### src/rtl/simon_datapath.sv
// Simon game datapath: pattern sequence store, play/repeat index,
// status flags and LED source mux for the Simon control FSM.

module simon_datapath_mem #(
    parameter int DEPTH = 64,
    parameter int AW    = 6
) (
    input  logic          clk,
    input  logic          i_we,
    input  logic [AW-1:0] i_waddr,
    input  logic [3:0]    i_wdata,
    input  logic [AW-1:0] i_raddr,
    output logic [3:0]    o_rdata
);

    logic [3:0] mem [DEPTH];

    always_ff @(posedge clk) begin
        if (i_we) begin
            mem[i_waddr] <= i_wdata;
        end
    end

    assign o_rdata = mem[i_raddr];

endmodule

module simon_datapath #(
    parameter int DEPTH = 64,
    parameter int AW    = 6
) (
    input  logic       clk,
    input  logic       reset,
    input  logic       level,
    input  logic [3:0] pattern,
    input  logic       level_ld,
    input  logic       seq_clr,
    input  logic       seq_wr,
    input  logic       idx_clr,
    input  logic       idx_inc,
    input  logic [1:0] disp_sel,
    output logic [3:0] pattern_leds,
    output logic       legal,
    output logic       match,
    output logic       last,
    output logic       full
);

    localparam logic [AW:0] LEN_FULL = (AW+1)'(DEPTH);

    logic          r_lvl;
    logic [AW:0]   r_len;
    logic [AW-1:0] r_idx;

    logic          w_empty;
    logic          w_full;
    logic          w_last;
    logic          w_wr;
    logic [3:0]    w_rdata;

    assign w_empty = (r_len == '0);
    assign w_full  = (r_len == LEN_FULL);
    assign w_last  = !w_empty && ({1'b0, r_idx} == r_len - 1'b1);

    // A cleared or resetting cycle must not leave a stray entry behind.
    assign w_wr = seq_wr && !w_full && !seq_clr && !reset;

    simon_datapath_mem #(
        .DEPTH(DEPTH),
        .AW   (AW)
    ) mem (
        .clk    (clk),
        .i_we   (w_wr),
        .i_waddr(r_len[AW-1:0]),
        .i_wdata(pattern),
        .i_raddr(r_idx),
        .o_rdata(w_rdata)
    );

    always_ff @(posedge clk) begin
        if (reset) begin
            r_lvl <= 1'b0;
            r_len <= '0;
            r_idx <= '0;
        end else begin
            if (level_ld) begin
                r_lvl <= level;
            end
            if (seq_clr) begin
                r_len <= '0;
                r_idx <= '0;
            end else begin
                if (w_wr) begin
                    r_len <= r_len + 1'b1;
                end
                // Wrap decision uses the length before any same-cycle write.
                if (idx_clr) begin
                    r_idx <= '0;
                end else if (idx_inc) begin
                    r_idx <= (w_last || w_empty) ? '0 : r_idx + 1'b1;
                end
            end
        end
    end

    always_comb begin
        pattern_leds = pattern;
        unique case (disp_sel)
            2'b00: pattern_leds = pattern;
            2'b01: pattern_leds = w_rdata;
            2'b10: pattern_leds = 4'b0000;
            2'b11: pattern_leds = 4'b1111;
            default: pattern_leds = pattern;
        endcase
    end

    assign legal = r_lvl || $onehot(pattern);
    assign match = !w_empty && (pattern == w_rdata);
    assign last  = w_last;
    assign full  = w_full;

endmodule

### config.mk
export PLATFORM = sky130hd
export DESIGN_NAME = simon_datapath
export DESIGN_NICKNAME = d
export VERILOG_FILES = /design/src/rtl/simon_datapath.sv
export SDC_FILE = /design/constraint.sdc
export NUM_CORES = 1
export LEC_CHECK = 0
export ABC_AREA = 1
export ABC_CLOCK_PERIOD_IN_PS = 2750
export BUFFER_PORTS_ARGS = -buffer_cell sky130_fd_sc_hd__buf_4
export CORE_MARGIN = 3
export CORE_UTILIZATION = 45
export CTS_BUF_LIST = sky130_fd_sc_hd__clkbuf_16
export DETAILED_ROUTE_END_ITERATION = 12
export GPL_TIMING_DRIVEN = 0
export HOLD_SLACK_MARGIN = 0.05
export PLACE_DENSITY = 0.62
export SLEW_MARGIN = 0
export SYNTH_ARGS = -nofsm -noshare
export SYNTH_HDL_FRONTEND = slang
export SYNTH_SLANG_ARGS = --single-unit
### constraint.sdc
create_clock -name clk -period 2.75 [get_ports clk]
set_input_delay 0.275 -clock clk [delete_from_list [all_inputs] [get_ports clk]]
set_output_delay 0.275 -clock clk [all_outputs]
set_load 0.005 [all_outputs]
==> results of run 1 <==
-- tightest hold or removal path, cell delays in order --
cell and delay, ps:
sky130_fd_sc_hd__buf_4 110, sky130_fd_sc_hd__xnor2_1 110, sky130_fd_sc_hd__nor2_1 60
-- flip-flops by register name, indices dropped and copies added (netlist names), named ones only --
signal	cells
r_lvl	1
r_idx	6
mem.mem	256
r_len	7
-- cell usage after synthesis, drive strengths merged --
cell / n
a21boi: 1
a21oi: 8
buf: 48
clkbuf: 7
clkinv: 1
dfxtp: 20
edfxtp: 256
fa: 1
ha: 6
inv: 35
nand2: 353
nand3: 228
nand3b: 1
nand4: 7
nor2: 87
nor3: 7
nor4: 2
o211ai: 2
o21ai: 11
o22ai: 1
o31ai: 1
or2: 2
xnor2: 3
xor2: 8
-- timing repair --
action | in CTS | in global routing
buffers inserted | 5 | 4
endpoints found under the setup margin | 206 | 39
gates resized for setup | 72 | 127
pin swaps | 2 | 18
hold buffers | 3 | 0
cloned | 0 | 4
endpoints found under the hold margin | 4 | 0
-- power groups by stage --
stage	Combinational (mW)	Sequential, mW	Clock [mW]
after global placement	0.273	4.68	0
final	0.331	4.59	4.02
after floorplan	0.123	4.68	0
after detailed placement	0.277	4.68	0
after CTS	0.289	4.59	4.03
after global routing	0.356	4.59	4.21
-- routing by layer --
| layer | vias up | GRT usage, % |
|---|---|---|
| met1 | 4268 | 35.20 |
| met2 | 499 | 39.99 |
| met3 | 90 | 3.968 |
| met4 | 0 | 8.894 |
| li1 | 3935 | - |
| met5 | - | 0 |
-- area by class of cell --
type                       count  area, sq um
sequential                   276         8093
fill                        2149        11240
inverter                      36        146.4
tap                          330        412.9
clock inverter                24        247.7
timing repair buffer          37        379.1
clock buffer                  29        725.7
buffer                        55        663.1
multi-input combinational    729         3560
-- path summary, 6_finish.rpt --
path	startpoint	end	slack, ps	cells past startpoint
max reg2reg	r_len[0]$_SDFFE_PP0P_	mem.mem[0][1]$_DFFE_PP_	100	9
min	idx_inc	register	70	3
min reg2reg	r_len[6]$_SDFFE_PP0P_	r_len[6]$_SDFFE_PP0P_	520	1
max	register	match	-50	15
-- logic make-up after synthesis --
kind of cell	count (synthesis)	share of synthesized area, %
and+or+nand+nor	687	24.86
DFF	276	68.54
buffers and inverters	91	3.775
AOI/OAI and AO/OA	24	1.198
xor gates and xnor gates	11	0.8165
adders and majority gates	7	0.8058
-- per-stage QoR --
step / util (%) / area [sq um]
floorplan: - / 11800
global placement: 48.57 / 12370
detailed placement: 48.57 / 12370
CTS: 53.48 / 13620
global route: 55.86 / 14230
finish: 55.86 / 14230
==> flow_results.org, run 1 <==
** Outcome
- The flow ran to the end, but the final reports show violations.
- The checks that failed: setup timing.

** Power
- In this run the power spent charging and discharging nets is 1.859 mW.
- The design draws 8.939 mW.
- For this design the static power due to leakage is 5.252 nW.
- The worst-case IR drop observed on VDD is 381.2 uV.
- Power Density :: 628.3 nW/um^2
- Per report_power, the sequential group accounts for 51.4% of the total.
- Combinational cells account for 3.7% of the total power.
- Power Internal :: 7.079 mW
- Clock Power Share :: 44.9%
- Switching Share :: 20.80%

** Final layout
- Leaving out filler cells and counting taps, the final layout contains 1516.
- Commonest non-fill, non-tap cells in the layout :: sky130_fd_sc_hd__nand2_1, sky130_fd_sc_hd__edfxtp_1, sky130_fd_sc_hd__nand3_1
- The repair_antennas step left the layout with diodes totalling 0.
- Synth-to-Final Area Change :: 20.57%
- Most common cell after layout, fill and taps aside :: sky130_fd_sc_hd__nand2_1
- Share of final-layout standard cells stronger than drive strength 1 :: 18.47%
- The final layout contains 1185 nets.

** Clock tree
- Clock Tree Buf Depth :: 3
- TritonCTS built the clock tree.
- After clock tree synthesis, the clock-pin slew on the worst setup and hold paths is 60 ps.
- Root buffer cell :: sky130_fd_sc_hd__clkbuf_16
- In this run the number of H-tree levels came out at 1.
- Clock buffers created by TritonCTS :: 29
- Insertion delay to the later sink of the worst-skew pair :: 550 ps
- CTS sink cnt :: 276

** Min path
- Worst min-delay path category :: input pin to register

** STA
- Post-route worst setup slack :: -50.43 ps
- In this run the tightest slew margin relative to its limit is 47.77%.
- Final setup violating endpoints :: 3
- Tightest Pin Transition :: 783.4 ps
- Setup repair after global routing could not meet its margin everywhere.
- The total count of max-transition violations in the final report came to 0.
- The hold violation count in the final report came to 0.
- Clock skew on the completed layout was measured at 8.500 ps.
- Derived from the worst setup path, the maximum achievable clock frequency is 357.1 MHz.
- Total Negative Setup Slacks :: -56.33 ps
- Final critical-path required period :: 2800 ps
- Final worst hold slack :: 67.14 ps
- Portion of the clock cycle consumed by the worst path in the final layout :: 101.8%

** Place
- Post-DP HPWL :: 22310 um
- Routability-driven placement finished with a final weighted congestion of 0.8895.
- Total of buffers placed on input and output ports :: 21
- Including well taps, the total number of placed cells is 1447.
- Worst setup slack after placement :: -329.5 ps

** Yosys
- The synthesized netlist occupies a cell area of 11800 sq um.
- The number of nets handed over by synthesis was 1117.
- Cell count after synthesis :: 1096
- #FFs+latches synth :: 276
- Count of synthesis-stage warnings from yosys :: 0
- By area the synthesized netlist is led by sky130_fd_sc_hd__edfxtp_1, sky130_fd_sc_hd__nand2_1, sky130_fd_sc_hd__nand3_1, sky130_fd_sc_hd__dfxtp_1, sky130_fd_sc_hd__nor2_1.
- After synthesis, the largest area contributor takes up 65.15% of total cell area.
- Synth cell types :: 34
- Post-synth top area cell :: sky130_fd_sc_hd__edfxtp_1
- Average size of a mapped cell :: 10.77 sq um
- Register area share after synthesis :: 68.54%

** GRT
- The via count of the first global-routing pass is 8018.
- Total global routing track utilization :: 25.06%
- After global routing the overflow that remains totals 0.
- The number of antenna violations at the first check in global routing was 0.
- Maximum number of pins on one net before global-route repair :: 68
- The first global-routing pass estimated 52280 um of wire.

** Worst setup path
- The worst setup path is captured at an output pin.
- Of all nets on the critical path, the largest fanout is 7.
- Kind of cell with the highest combined delay on the critical path :: simple AND/OR/NAND/NOR gates
- The worst setup path is launched from a register.
- For this run, the slowest stage of the critical path takes 430 ps.
- Slowest cell on the critical path :: sky130_fd_sc_hd__dfxtp_4
- By instance count, the cell type seen most on the critical path is sky130_fd_sc_hd__nand3_2.
- STA puts the critical path data required time at 2480 ps.
- Data arrives at the worst endpoint at 2530 ps.
- Crit-path cells :: inv_6 -> clkbuf_16 -> clkbuf_16 -> nand2_1 -> nand3_2 -> nand3_2 -> nand2_2 -> nand2_1 -> nand3_2 -> nand3_2 -> nand2_2 -> a21oi_1 -> nand3_1 -> nor2_1 -> buf_4
- By startpoint and endpoint, the worst setup path is classified as register to output pin.
- Buf/Inv on CP :: 4

** Floorplan
- During I/O placement, the number of pins put on the boundary was 22.
- Die Outline Area :: 28200 sq um
- Row generation in the floorplan step produced 58 rows.
- Die width :: 167.9 um
- The total area inside the core boundary comes to 25470 sq um.
- Vertical extent of the die :: 167.9 um
- Starting density of the core :: 46.33%

** Drt
- The pre-antenna-repair detailed-routing pass consisted of 7 iterations.
- Post-detailed-route DRC marker count :: 0
- Average routed wire per standard cell :: 24.11 um
- Count of vias placed by the detailed router :: 8792
- Remaining antenna violation count :: 0
- Drt initial violations :: 1180
- Routed length on met3 :: 3740 um
- After detailed routing, the number of vias per cell comes to 5.799.
- Wires add up to 36550 um.
- After detailed routing, no signal wire sits above met4.
- After detailed routing, the wire length on met1 is 14520 um.
- Wire segments on met2 add up to 16870 um in the final route.

** Run
- Across the run, the number of max-cap violations was 0.
Note: power is estimated with default switching activity, not from simulation.
==> inputs of run 2 (changes only) <==
SYNTH_HIERARCHICAL = 1   (was not set)
==> flow_results.org, run 2 <==
** Outcome
- Result of the run :: complete, but fails checks (unchanged)
- Violated checks :: setup timing (unchanged)

** GRT
- The via count of the first global-routing pass was 8277 (was 8018).
- The wire length of the first global-routing pass came to 49580 um (was 52280 um).
- The number of antenna violations at the first check in global routing is 0 (unchanged).
- The combined global-route utilization of all metal layers was 23.09% (was 25.06%).
- The pin count of the biggest net entering global routing is 68 (unchanged).
- Global route total overflow :: 0 (unchanged)

** Run
- MaxCap Viol Count :: 0 (unchanged)

** Worst setup path
- The worst path required time was 2480 ps (about the same).
- The critical path endpoint category was an output pin (unchanged).
- Crit-path cells: buf_2 -> inv_1 -> buf_2 -> nand2_1 -> nand3_2 -> nand3_2 -> nand2_4 -> xnor2_2 -> nand3_1 -> nor3_2 -> buf_4 (was inv_6 -> clkbuf_16 -> clkbuf_16 -> nand2_1 -> nand3_2 -> nand3_2 -> nand2_2 -> nand2_1 -> nand3_2 -> nand3_2 -> nand2_2 -> a21oi_1 -> nand3_1 -> nor2_1 -> buf_4).
- Slowest cell on the critical path :: sky130_fd_sc_hd__dfxtp_1 (was sky130_fd_sc_hd__dfxtp_4)
- The startpoint-to-endpoint class of the critical path was register to output pin (unchanged).
- Critical Path Max Stage Delay :: 370 ps (was 430 ps)
- Critical Path AT :: 2650 ps (was 2530 ps)
- The maximum fanout along the worst path came to 10 (was 7).
- Kind of start point of the critical path :: register (unchanged)

** Yosys
- Top cells by count, synth: sky130_fd_sc_hd__nand2_1, sky130_fd_sc_hd__edfxtp_1, sky130_fd_sc_hd__nand3_1, sky130_fd_sc_hd__nor2_1, sky130_fd_sc_hd__inv_1 (unchanged).
- Post-Syn Nets :: 1137 (was 1117)
- The number of enable-type register cells in the synthesized netlist is 256 (unchanged).
- #FFs+latches synth :: 270 (was 276)
- The share of the yosys chip area belonging to registers is 66.51% (was 68.54%).
- Synth cell types :: 34 (unchanged)
- Post-synthesis cell area :: 11980 sq um (was 11800 sq um)
- The cell type with the highest aggregate area in the netlist is sky130_fd_sc_hd__edfxtp_1 (unchanged).
- The mean instance size in the synthesized netlist was 10.73 sq um (was 10.77 sq um).
- Count of synthesis-stage warnings from yosys :: 6 (was 0)
- Synth area leaders :: sky130_fd_sc_hd__edfxtp_1, sky130_fd_sc_hd__nand2_1, sky130_fd_sc_hd__nand3_1, sky130_fd_sc_hd__dfxtp_1, sky130_fd_sc_hd__buf_6 (was sky130_fd_sc_hd__edfxtp_1, sky130_fd_sc_hd__nand2_1, sky130_fd_sc_hd__nand3_1, sky130_fd_sc_hd__dfxtp_1, sky130_fd_sc_hd__nor2_1)
- Library cell with the highest instance count after synthesis :: sky130_fd_sc_hd__nand2_1 (unchanged)
- The async set-or-reset flop fraction in the synthesized netlist was 0% (unchanged).
- The count of mapped cells out of synthesis came to 1116 (was 1096).
- The share of the synthesized area in the top cell type is 64.17% (was 65.15%).
- The top flip-flop cell by instance count after synthesis was sky130_fd_sc_hd__edfxtp_1 (unchanged).

** Clock tree
- Clock Tree Buf Depth :: 3 (unchanged)
- The insertion delay to the later sink of the worst-skew pair is 550 ps (about the same).
- The CTS tree is yes (unchanged).
- The master cell of the clock root buffer is sky130_fd_sc_hd__clkbuf_16 (unchanged).
- The count of H-tree levels built during CTS is 1 (unchanged).
- The clock slew at the register clock pins of the worst setup and hold paths was 70 ps (was 60 ps).
- The sink count of the clock tree is 270 (was 276).
- The total CTS buffers came to 28 (was 29).

** Floorplan
- The area of the die was 28620 sq um (was 28200 sq um).
- The number of cell rows is 59 (was 58).
- The initial core utilization is 45.84% (was 46.33%).
- The overall die height was 169.2 um (was 167.9 um).
- Die width :: 169.2 um (was 167.9 um)
- The core footprint was 26130 sq um (was 25470 sq um).
- The number of top-level pins came to 22 (unchanged).

** Drt
- Drt initial violations :: 872 (was 1180)
- The final routed wire length divided by cell count came to 21.78 um (was 24.11 um).
- Detailed-router iteration count before antenna repair :: 5 (was 7)
- Post-detailed-route DRC marker count :: 0 (unchanged)
- The total vias in the final route came to 8754 (was 8792).
- Average vias per placed instance :: 5.626 (was 5.799)
- Final wirelength :: 33890 um (was 36550 um)
- The post-route antenna net violation count was 0 (unchanged).

** STA
- Number of pins with negative max-slew slack in the final report :: 0 (unchanged)
- The worst path setup slack after routing is -172.3 ps (was -50.43 ps).
- The slew of the pin with the lowest slew margin is 804.7 ps (was 783.4 ps).
- RSZ-0062 raised after global routing: true (unchanged).
- The fmax was 342.2 MHz (was 357.1 MHz).
- Final setup violating endpoints :: 3 (unchanged)
- The ratio of final minimum period to clock period came to 106.3% (was 101.8%).
- Total Negative Setup Slacks :: -294.4 ps (was -56.33 ps)
- The relative max-transition margin came to 46.35% (was 47.77%).
- The minimum period implied by the final worst setup slack was 2922 ps (was 2800 ps).
- Final Hold Vio Count :: 0 (unchanged)
- The clock skew after layout came to 18.11 ps (was 8.500 ps).

** Place
- The detailed placement HPWL was 21160 um (was 22310 um).
- Worst setup slack after placement :: -552.0 ps (was -329.5 ps)
- Total of buffers placed on input and output ports :: 21 (unchanged)
- Routability congestion estimate :: 0.9018 (was 0.8895)

** Min path
- Worst min-delay path category :: input pin to register (unchanged)

** Power
- The clock share of power came to 44.6% (was 44.9%).
- The switching power of the nets was 1.824 mW (was 1.859 mW).
- Share of power burned in registers :: 51.6% (was 51.4%)
- The fraction of power consumed by combinational cells is 3.8% (was 3.7%).
- Power Internal :: 6.906 mW (was 7.079 mW)
- Worst supply voltage drop on vdd :: 451.2 uV (was 381.2 uV)
- The static leakage was 5.277 nW (was 5.252 nW).
- The power per cell area came to 602.6 nW/um^2 (was 628.3 nW/um^2).
- The switching portion of total power is 20.89% (was 20.80%).

** Final layout
- The post-synthesis to final-layout area growth came to 20.93% (was 20.57%).
- Number of flip-flops under the largest register name :: 256 (unchanged)
- Top register by number of flip-flops :: mem/mem (was mem.mem)
- Most common cell after layout, fill and taps aside :: sky130_fd_sc_hd__nand2_1 (unchanged)
- Share of final-layout standard cells stronger than drive strength 1 :: 20.64% (was 18.47%)
- Antenna diode instance count :: 0 (unchanged)
- Commonest non-fill, non-tap cells in the layout: sky130_fd_sc_hd__nand2_1, sky130_fd_sc_hd__edfxtp_1, sky130_fd_sc_hd__nand3_1 (unchanged).
- The net count of the finished layout was 1220 (was 1185).
- Largest regs :: mem/mem (256), r_len (7), r_idx (6) (was mem.mem (256), r_len (7), r_idx (6))
run 2: cell count changes after synthesis, sizes merged, moves of 3 or more:
cell / previous run / this run
nor2: 87 / 81
nor4: 2 / 10
dfxtp: 20 / 14
nor3: 7 / 4
clkbuf: 7 / 11
nand3: 228 / 232
nand2: 353 / 369
inv: 35 / 38
run 2: critical path: cells and delay by family, from the launching register on:
family	cells	cell delay [ps]
XOR/XNOR	1	110
AND/OR/NAND/NOR	6	730
flip-flops	1	370
buffers and inverters	4	890
run 2: what timing repair did:
action	CTS	global route
hold endpoints to repair	7	0
endpoints found under the setup margin	262	66
gates resized for setup	70	114
hold buffers	5	0
pin swaps	9	17
cloned	0	2
buffers inserted	15	11
run 2: layer usage:
metal	global-route usage [%]	part of all wire [%]
met5	0	0
met4	7.681	3.2
met3	3.774	9.3
met2	35.90	46
met1	33.46	41
run 2: final cells by class:
| class | count | area (sq um) |
|---|---|---|
| plain buffers | 56 | 729.5 |
| clock buffers | 29 | 725.7 |
| clock inverters | 23 | 226.5 |
| fillers | 2250 | 11640 |
| inverters | 38 | 156.4 |
| multi-input cells | 751 | 3789 |
| flip-flops and latches | 270 | 7978 |
| well taps | 335 | 419.2 |
| repair buffers | 54 | 464.2 |
run 2: cells by family after synthesis:
kind of cell / share of synthesized area, %
xor+xnor: 0.9504
simple gates: 25.92
compound gates: 0.9504
buf+inv: 4.794
mux: 0.08355
flops: 66.51
fa+ha+maj: 0.7937
run 2: final timing paths:
| check | to | cells past startpoint | startpoint | slack [ps] |
|---|---|---|---|---|
| setup / recovery | match | 11 | r_idx[3]$_SDFFE_PP0P_ | -170 |
| hold / removal | r_len[0]$_SDFFE_PP0P_ | 3 | seq_wr | 80 |
| setup reg to reg | mem/mem[0][1]$_DFFE_PP_ | 10 | r_len[0]$_SDFFE_PP0P_ | 180 |
| hold reg to reg | r_len[6]$_SDFFE_PP0P_ | 2 | r_len[6]$_SDFFE_PP0P_ | 560 |
run 2: per-stage QoR:
| step | hold slack [ps] | total power, mW | cells | cell area (sq um) | util (%) |
|---|---|---|---|---|---|
| after global placement | 454.6 | 4.864 | 1472 | 12560 | 48.05 |
| after floorplan | 347.4 | 4.723 | 1116 | 11980 | - |
| after CTS | 72.81 | 8.735 | 1543 | 13890 | 53.16 |
| after global routing | 91.90 | 8.970 | 1556 | 14490 | 55.44 |
| after detailed placement | 452.1 | 4.869 | 1472 | 12560 | 48.05 |
| final | 78.01 | 8.730 | 1556 | 14490 | 55.44 |
run 2: power groups by stage:
stage | registers, mW | logic [mW] | clock network, mW
3_5_place_dp | 4.59 | 0.278 | 0
2_1_floorplan | 4.59 | 0.133 | 0
6_report | 4.50 | 0.332 | 3.90
4_1_cts | 4.50 | 0.293 | 3.94
5_1_grt | 4.50 | 0.358 | 4.11
3_3_place_gp | 4.59 | 0.274 | 0
==> inputs of run 3 (changes only) <==
ABC_CLOCK_PERIOD_IN_PS = 2900   (was 2750)
CTS_CLUSTER_DIAMETER = 120   (was not set)
REMOVE_ABC_BUFFERS = 1   (was not set)
clock period = 2.9 ns   (was 2.75 ns; I/O delays follow)
==> flow_results.org, run 3 (synthesis results as in run 2) <==
** STA
- The total of endpoints with negative setup slack in the final report is 1 (was 3).
- Tightest Pin Transition :: 744.2 ps (was 804.7 ps)
- The worst path setup slack after routing came to -41.43 ps (was -172.3 ps).
- The relative max-transition margin came to 50.32% (was 46.35%).
- The clock skew after layout came to 13.01 ps (was 18.11 ps).
- Portion of the clock cycle consumed by the worst path in the final layout :: 101.4%
- The hold violation count in the final report came to 0 (unchanged).
- The total count of max-transition violations in the final report came to 0 (unchanged).
- Upper clock frequency limit :: 340.0 MHz
- Final critical-path required period :: 2941 ps
- RSZ-0062 raised after global routing :: true (unchanged)

** Drt
- Count of vias placed by the detailed router :: 8585 (was 8754)
- Detailed-router iteration count before antenna repair :: 5 (unchanged)
- Post-detailed-route DRC marker count :: 0 (unchanged)
- Average vias per placed instance :: 5.596 (was 5.626)
- The final wirelength was 32460 um (was 33890 um).
- The final routed wire length divided by cell count was 21.16 um (was 21.78 um).
- The post-route antenna net violation count is 0 (unchanged).
- Drt initial violations :: 715 (was 872)

** Run
- The number of violations of the max-capacitance limit came to 0 (unchanged).

** GRT
- Maximum number of pins on one net before global-route repair :: 68 (unchanged)
- The combined global-route utilization of all metal layers is 20.87% (was 23.09%).
- First-pass GRT wire length :: 45860 um (was 49580 um)
- Initial antenna violation count :: 0 (unchanged)
- Global route total overflow :: 0 (unchanged)
- Number of global-route vias before repair :: 7975 (was 8277)

** Worst setup path
- The maximum fanout along the worst path is 9 (was 10).
- WS Path Type :: register to output pin (unchanged)
- The data arrival time of the critical path is 2650 ps (about the same).
- Kind of start point of the critical path :: register (unchanged)
- The worst path required time was 2610 ps (was 2480 ps).
- The slack of the worst reg-to-reg path was 120 ps (was 180 ps).
- Sort of element at the end of the critical path :: output pin (unchanged)

** Place
- The post-place instance area came to 12190 sq um (was 12560 sq um).
- The pre-CTS setup slack came to -709.3 ps (was -552.0 ps).
- Post-DP HPWL :: 14870 um (was 21160 um)
- The quantity of I/O buffers inserted on ports is 21 (unchanged).
- Routability congestion estimate :: 0.8022 (was 0.9018)

** Final layout
- The post-synthesis to final-layout area growth is 21.08% (was 20.93%).
- Final design area excluding fillers :: 14510 sq um (was 14490 sq um)
- Number of fillers in the final layout :: 2180 (was 2250)
- Final-stage net count :: 1200 (was 1220)
- Most common cell after layout, fill and taps aside :: sky130_fd_sc_hd__nand2_1 (unchanged)
- Largest regs :: mem/mem (256), r_len (7), r_idx (6) (unchanged)
- The share of cells above drive strength 1 came to 21.35% (was 20.64%).
- Number of flip-flops under the largest register name :: 256 (unchanged)
- The number of antenna repair diodes came to 0 (unchanged).
- The register with the highest flop count is mem/mem (unchanged).
- Commonest non-fill, non-tap cells in the layout: sky130_fd_sc_hd__nand2_1, sky130_fd_sc_hd__edfxtp_1, sky130_fd_sc_hd__nand3_1 (unchanged).

** Floorplan
- The number of top-level pins came to 22 (unchanged).
- Num rows :: 59 (unchanged)
- Vertical extent of the die :: 169.2 um (unchanged)
- Die Outline Area :: 28620 sq um (unchanged)
- The initial core utilization was 45.84% (unchanged).
- Die width :: 169.2 um (unchanged)
- The core footprint was 26130 sq um (unchanged).

** Outcome
- Violated checks :: setup timing (unchanged)
- Result of the run :: complete, but fails checks (unchanged)

** Clock tree
- The maximum clock insertion buffer count is 3 (unchanged).
- Root buffer cell :: sky130_fd_sc_hd__clkbuf_16 (unchanged)
- Clock buffers created by TritonCTS :: 27 (was 28)
- H-tree levels :: 1 (unchanged)
- The CTS tree is yes (unchanged).
- The clock slew at the register clock pins of the worst setup and hold paths came to 60 ps (was 70 ps).
- CTS sink cnt :: 270 (unchanged)
- Insertion delay to the later sink of the worst-skew pair :: 530 ps (was 550 ps)

** Power
- Share of power burned in registers :: 53.4% (was 51.6%)
- The clock share of power is 42.7% (was 44.6%).
- The power per cell area came to 551.2 nW/um^2 (was 602.6 nW/um^2).
- Switching Share :: 19.83% (was 20.89%)
- Power Internal :: 6.410 mW (was 6.906 mW)
- The switching power of the nets was 1.586 mW (was 1.824 mW).
- The worst supply voltage drop on vdd is 440.6 uV (was 451.2 uV).
- Reported leakage power :: 5.258 nW (was 5.277 nW)
- The fraction of power consumed by combinational cells is 3.9% (was 3.8%).

** Min path
- The class of the tightest hold or removal check is input pin to register (unchanged).
[run 3: critical path, cell delays in order, from the launching register on]
cell and delay (ps):
sky130_fd_sc_hd__dfxtp_4 410, sky130_fd_sc_hd__buf_16 200, sky130_fd_sc_hd__inv_12 70, sky130_fd_sc_hd__clkbuf_16 160
sky130_fd_sc_hd__nand2_1 60, sky130_fd_sc_hd__nand3_1 80, sky130_fd_sc_hd__nand3_1 130, sky130_fd_sc_hd__nand2_2 80
sky130_fd_sc_hd__nand2_2 70, sky130_fd_sc_hd__nand3_2 100, sky130_fd_sc_hd__nand3_2 120, sky130_fd_sc_hd__nand2_2 100
sky130_fd_sc_hd__xor2_1 180, sky130_fd_sc_hd__nor3_2 210, sky130_fd_sc_hd__buf_4 140
[run 3: stage by stage]
stage	utilization [%]	instances	TNS, ps	total power [mW]	hold slack, ps
4_1_cts	52.05	1502	-3566	8.008	69.50
2_1_floorplan	-	1059	-15830	4.466	362.4
6_report	55.51	1534	-41.43	7.996	88.68
3_5_place_dp	46.65	1417	-85770	4.586	470.3
3_3_place_gp	46.40	1415	-127340	4.590	468.3
5_1_grt	55.51	1534	-1354	8.226	95.93
[run 3: path summary, 6_finish.rpt]
check,from,cells past startpoint,to
setup reg to reg,r_len[0]$_SDFFE_PP0P_,10,mem/mem[36][2]$_DFFE_PP_
setup / recovery,r_idx[0]$_SDFFE_PP0P_,14,match
hold / removal,idx_inc,3,r_idx[0]$_SDFFE_PP0P_
hold reg to reg,r_len[6]$_SDFFE_PP0P_,2,r_len[6]$_SDFFE_PP0P_
[run 3: timing repair]
action	4_1_cts	5_1_grt
setup buffers	27	19
endpoints found under the setup margin	261	196
hold endpoints to repair	1	0
resized for setup	28	115
pin swaps	8	38
hold buffers	2	0
cloned	7	13
[run 3: final cells by class]
class / count / area (sq um) / area share (%)
clock inverters: 22 / 201.4 / 1.389
well taps: 335 / 419.2 / 2.890
repair buffers: 84 / 1026 / 7.073
flip-flops and latches: 270 / 7986 / 55.06
multi-input cells: 751 / 3923 / 27.04
repair inverters: 7 / 85.08 / 0.5866
inverters: 38 / 188.9 / 1.303
clock buffers: 27 / 675.6 / 4.658
[run 3: routing by layer]
layer	GRT usage, %	wire, um	up-vias
li1	-	-	4003
met1	28.79	13520	4194
met2	34.25	15490	317
met3	3.051	2321	71
met4	7.183	1128	0
met5	0	0	-
[run 3: power by group through the flow]
stage               logic, mW  registers (mW)  clock network [mW]
finish                  0.310            4.27                3.42
global route            0.339            4.27                3.62
CTS                     0.261            4.27                3.48
detailed placement      0.228            4.36                   0
global placement        0.223            4.37                   0
floorplan               0.105            4.36                   0
